==> src/rtl/if_fetch_unit.sv <==
// Instruction-fetch stage: program counter, word-addressed instruction memory
// with a loader write port, and the IF/ID pipeline register feeding decode.
module if_fetch_unit #(
    parameter int          IMEM_WORDS = 64,
    parameter int          IMEM_AW    = 6,
    parameter logic [31:0] OOR_WORD   = 32'h0000_0000
) (
    input  logic               clk,
    input  logic               rst,
    input  logic               freeze,
    input  logic               branch_taken,
    input  logic [31:0]        branch_addr,
    input  logic               imem_we,
    input  logic [IMEM_AW-1:0] imem_waddr,
    input  logic [31:0]        imem_wdata,
    output logic [31:0]        pc_out,
    output logic [31:0]        instruction_out,
    output logic               valid_out,
    output logic [31:0]        pc_current,
    output logic [31:0]        fetch_count
);

    logic [31:0] mem_r [IMEM_WORDS];
    logic [31:0] pc_r;
    logic [31:0] pc_out_r;
    logic [31:0] instr_r;
    logic        valid_r;
    logic [31:0] count_r;
    logic [31:0] fetch_word_s;
    logic [31:0] pc_next_s;
    logic        out_of_range_s;
    logic        unused_s;

    // Branch targets are word-aligned by dropping the two low address bits.
    assign unused_s = ^branch_addr[1:0];

    assign pc_next_s      = pc_r + 32'd4;
    assign out_of_range_s = (pc_r[31:IMEM_AW+2] != '0);

    // Combinational fetch; addresses past the end of memory read as OOR_WORD.
    always_comb begin
        fetch_word_s = OOR_WORD;
        if (out_of_range_s) begin
            fetch_word_s = OOR_WORD;
        end else begin
            fetch_word_s = mem_r[pc_r[IMEM_AW+1:2]];
        end
    end

    // Loader write port; never cleared by reset and active in every pipeline state.
    always_ff @(posedge clk) begin
        if (imem_we) begin
            mem_r[imem_waddr] <= imem_wdata;
        end
    end

    // PC, IF/ID register and retired-fetch counter: rst > branch > freeze > advance.
    always_ff @(posedge clk) begin
        if (rst) begin
            pc_r     <= 32'h0000_0000;
            pc_out_r <= 32'h0000_0000;
            instr_r  <= 32'h0000_0000;
            valid_r  <= 1'b0;
            count_r  <= 32'h0000_0000;
        end else if (branch_taken) begin
            pc_r     <= {branch_addr[31:2], 2'b00};
            pc_out_r <= 32'h0000_0000;
            instr_r  <= 32'h0000_0000;
            valid_r  <= 1'b0;
        end else if (freeze) begin
            pc_r     <= pc_r;
            pc_out_r <= pc_out_r;
            instr_r  <= instr_r;
            valid_r  <= valid_r;
        end else begin
            pc_r     <= pc_next_s;
            pc_out_r <= pc_next_s;
            instr_r  <= fetch_word_s;
            valid_r  <= 1'b1;
            count_r  <= count_r + 32'd1;
        end
    end

    assign pc_current      = pc_r;
    assign pc_out          = pc_out_r;
    assign instruction_out = instr_r;
    assign valid_out       = valid_r;
    assign fetch_count     = count_r;

endmodule

==> config.mk <==
export PLATFORM = sky130hd
export DESIGN_NAME = if_fetch_unit
export DESIGN_NICKNAME = d
export VERILOG_FILES = /design/src/rtl/if_fetch_unit.sv
export SDC_FILE = /design/constraint.sdc
export NUM_CORES = 2
export LEC_CHECK = 0
export ABC_AREA = 0
export BUFFER_PORTS_ARGS = -buffer_cell sky130_fd_sc_hd__buf_4
export CAP_MARGIN = 0
export CORE_ASPECT_RATIO = 1.4
export CORE_MARGIN = 2
export CORE_UTILIZATION = 57
export DETAILED_ROUTE_END_ITERATION = 8
export MAX_ROUTING_LAYER = met4
export PLACE_DENSITY = 0.75
export RECOVER_POWER = 100
export SLEW_MARGIN = 20
export SYNTH_ARGS = -nofsm -noshare
export SYNTH_HDL_FRONTEND = slang
export SYNTH_SLANG_ARGS = --single-unit
==> constraint.sdc <==
create_clock -name clk -period 8.5 [get_ports clk]
set_input_delay 0.85 -clock clk [delete_from_list [all_inputs] [get_ports clk]]
set_output_delay 0.85 -clock clk [all_outputs]
set_load 0.01 [all_outputs]
After elaboration in Yosys (flattened, before gate mapping) --
Memory sizes are Yosys's and may differ from the RTL's. A register that Yosys moved wholly into a read port is not among the register bits. Index checks and enable logic that the tools add are counted.
Cells by class: add/subtract/negate cells 2, equality and inequality tests 1, multiplexer cells 7, bitwise operators 2, reductions and logical operators 3
Operator list (number):
- $mux W32 | 3
- $add A32 B1 Y32 const B | 1
- $add A32 B3 Y32 const B | 1
- $reduce_bool A24 Y1 | 1
- $mux W6 | 2
- $mux W1 | 2
- $ne A2 B1 Y1 const B | 1
- $not A1 Y1 | 2
- $reduce_and A2 Y1 | 1
- $reduce_or A2 Y1 | 1
Word-level totals: bits in registers 129, bits in writable memories 2048, input bits 75, output and inout port bits 129, word-level logic and storage cells 22, memories 1
Memory list:
- mem_r | depth 64, bits a word 32, read ports 1, clocked after Yosys merged registers in 1, write ports 1, RTL line 23 | logic [31:0] mem_r [IMEM_WORDS];

Depth between registers and ports, before layout --
word-level depth 5, depth in mapped cells 11, mapped depth without buffers 6

Worst setup path after synthesis --
OpenSTA, ideal clock, no wires.
path kind input to register, start in imem_waddr[4], end mem mem_r[32][0], enable pin, library setup time 0.461 ns, data arrival time 3.701 ns, data required time 8.039 ns, path slack 4.338 ns, stages on the path 4, path buffers 1, cell sequence clkbuf_1 > nor4bb_1 > nand2b_1 > nor3_1
RTL lines:
- start: declaration | RTL line 14 | input logic [IMEM_AW-1:0] imem_waddr,
- end: declaration | RTL line 23
Straight into the memory's write port.

==> out/results.txt <==
Largest cells by area after synthesis: edfxtp_1 73%, mux4_2 13%, dfxtp_1 3.1%
Top delay family on crit path: buffers and inverters
Setup TNS: 0 ns
Final setup viols: 0
CORE AREA: 148000 um2
Area Growth Syn to Fin: 10.4%
Status: finished with violations
Die Wd: 330 um
Most common cell on crit path: clkbuf_1
Worst path max stage delay: 1.94 ns
Synth cell count leaders: 2048 x edfxtp_1, 484 x mux4_2, 179 x nor2_1
# hold bufs at CTS: 0
Final WL: 217000 um
CTS sink count: 2179
Worst setup EP type: flop
FF+latch count, synth: 2179
Post-CTS setup buffer count: 0
Final Cycle Share: 72.5%
H-tree depth: 4
Area share of the largest cell type after synthesis: 72.7%
Crit path kind: in -> reg
CTS tree: built
CP Cell Sequence: clkbuf_1 > clkbuf_1 > nor3b_1 > clkbuf_1 > a21oi_1 > o21ai_0 > a21oi_1 > a2111oi_0
Final Hold Viols: 0
Vias/cell: 6.71
Fin Clk Skew: 0.0378 ns
Synth cell types: 73
Dpl ws: 4.57 ns
CP max stage cell: clkbuf_1
TritonRoute pass-1 iters: 5
Post-layout util: 63.3%
Top-count cell post-synth: edfxtp_1
Slew Limit Fails: 4304
Worst setup SP type: input pin
Max-Cap Viols: 119
GRT Overall Usage: 29.8%
Worst-Skew Late Latency: 0.84 ns
Sequential share of the synthesized area: 75.8%
# rows: 167
Vias: 43866
Cell area after synthesis: 84600 um2
Static leakage: 28.0 nW
DRC Markers: 0
Vias in the first global route: 43676
Antenna violations before repair: 13
Ys flop type: edfxtp_1
Final HPWL from detailed placement: 122000 um
GPL Wtd Cong: 0.865
Initial Utilization: 57.3%
Ys Warns: 0
Grt total ovfl: 0
Nets: 4520
Die Height: 460 um
Post-route ant nets: 0
CTS Buf Count: 185
Critical path data arrival time: 6.84 ns
Mean post-synth cell area: 20.1 um2
Largest net degree at the start of global routing: 112
CTS Root Buffer Type: clkbuf_16
Worst endpoint required time: 9.18 ns
Design area: 93300 um2
Worst-Margin Slew: 3.35 ns
First-pass GRT wire length: 308000 um
Achievable clock frequency: 162 MHz
Max clock buf depth: 3
Ports: 204
Ys async rst share: 0%
Starting DRC count in detailed routing: 5918
Hold/Removal Path Class: in -> reg
Setup WS post-layout: 2.34 ns
Synth area leader: edfxtp_1
Post-synth EDFFs: 2048
RSZ-0062 raised after global routing: no
Max FO, Critical Path: 52
Worst VDD drop: 0.237 mV
Relative slew slack: -123%
Buf/Inv on CP: 3
Pwr dens: 229 nW/um2
Failing checks: max-capacitance violations, max-slew violations
Post-cts sizing count: 0
PortBufs: 197
Post-Syn Instances: 4207
Routed WL per cell: 33.2 um
Dpl cell area: 88500 um2
Die footprint: 151000 um2
Post-route minimum period: 6.16 ns
Layout cells sized above 1: 19.8%
Worst-path clk slew: 0.07 ns
## final cells by class
type                            count  area [um2]
Sequential cell                  2179       64100
Fill cell                        9918       54200
Multi-Input combinational cell   1759       19300
Timing Repair Buffer              299        1470
Antenna cell                        8        20.0
Clock buffer                      227        4960
Tap cell                         1943        2430
Clock inverter                    107         945
Inverter                           19        71.3
## sequential cells by signal (all words and copies together) (netlist names), named ones only
signal / flops
fetch_count: 32
valid_out: 1
pc_out: 30
mem_r: 2048
instruction_out: 32
pc_current: 30
## logic make-up (layout without fill, tap and decap cells)
logic type,after synthesis,after routing,synth area share [%]
XOR/XNOR,68,68,0.704
flip-flops,2179,2179,75.8
AND/OR/NAND/NOR,649,649,3.85
other,1,12,0.00444
multiplexers,629,629,14.6
buffers and inverters,272,652,1.61
adder cells (fa/ha/maj),2,2,0.0296
AO/OA/AOI/OAI,407,407,3.33
## through the flow
step                hold slack, ns  instances  total power, mW
floorplan                    0.477       4210             12.8
finish                       0.281       6541             21.4
CTS                          0.235       6533             21.5
detailed placement           0.443       6199             13.3
global placement             0.437       6199             13.3
global route                 0.277       6540             21.9
## report_power, final
part | internal [mW] | switching [mW] | leakage [nW]
Clock | 4.58 | 3.76 | 2.88
Sequential | 11.8 | 0.0708 | 19.5
Combinational | 0.425 | 0.741 | 5.65
## cell usage in the layout (no fill, tap or decap), drive strengths merged, types with 9 or more instances in the layout
master / instances
mux2i: 130
a32oi: 17
xor2: 19
nor2b: 29
nand3: 51
dfxtp: 131
o21ai: 56
a2111oi: 17
and2: 18
clkbuf: 454
mux4: 484
or2: 9
a21oi: 84
a221oi: 14
nand2b: 16
a221o: 13
or3: 27
bufinv: 14
o31ai: 10
nor2: 180
edfxtp: 2048
a211oi: 55
nor4: 36
nor3: 51
xnor2: 49
buf: 72
clkinvlp: 11
clkinv: 75
o22ai: 54
a22oi: 33
inv: 26
and3: 10
nand2: 161
mux2: 15
nand4: 29
## worst paths after layout
path,startpoint,cells after the start,slack (ns),to
max,freeze,8,2.34,instruction_out[23]
min,branch_addr[8],3,0.28,pc_current[8]
max reg2reg,flop,6,4.53,instruction_out[1]
min reg2reg,valid_out,1,0.45,valid_out
## worst min-delay path, stage by stage
cell and delay, ns:
buf_4 0.08, mux2i_1 0.05, nor2_1 0.08
## per-layer routing
metal  routed length, um  global-route usage, %
met5                   0                      -
met4               11900                   13.6
met3               21000                   4.97
met2              110000                   49.5
met1               73700                   36.1
(Power assumes the default switching activity.)
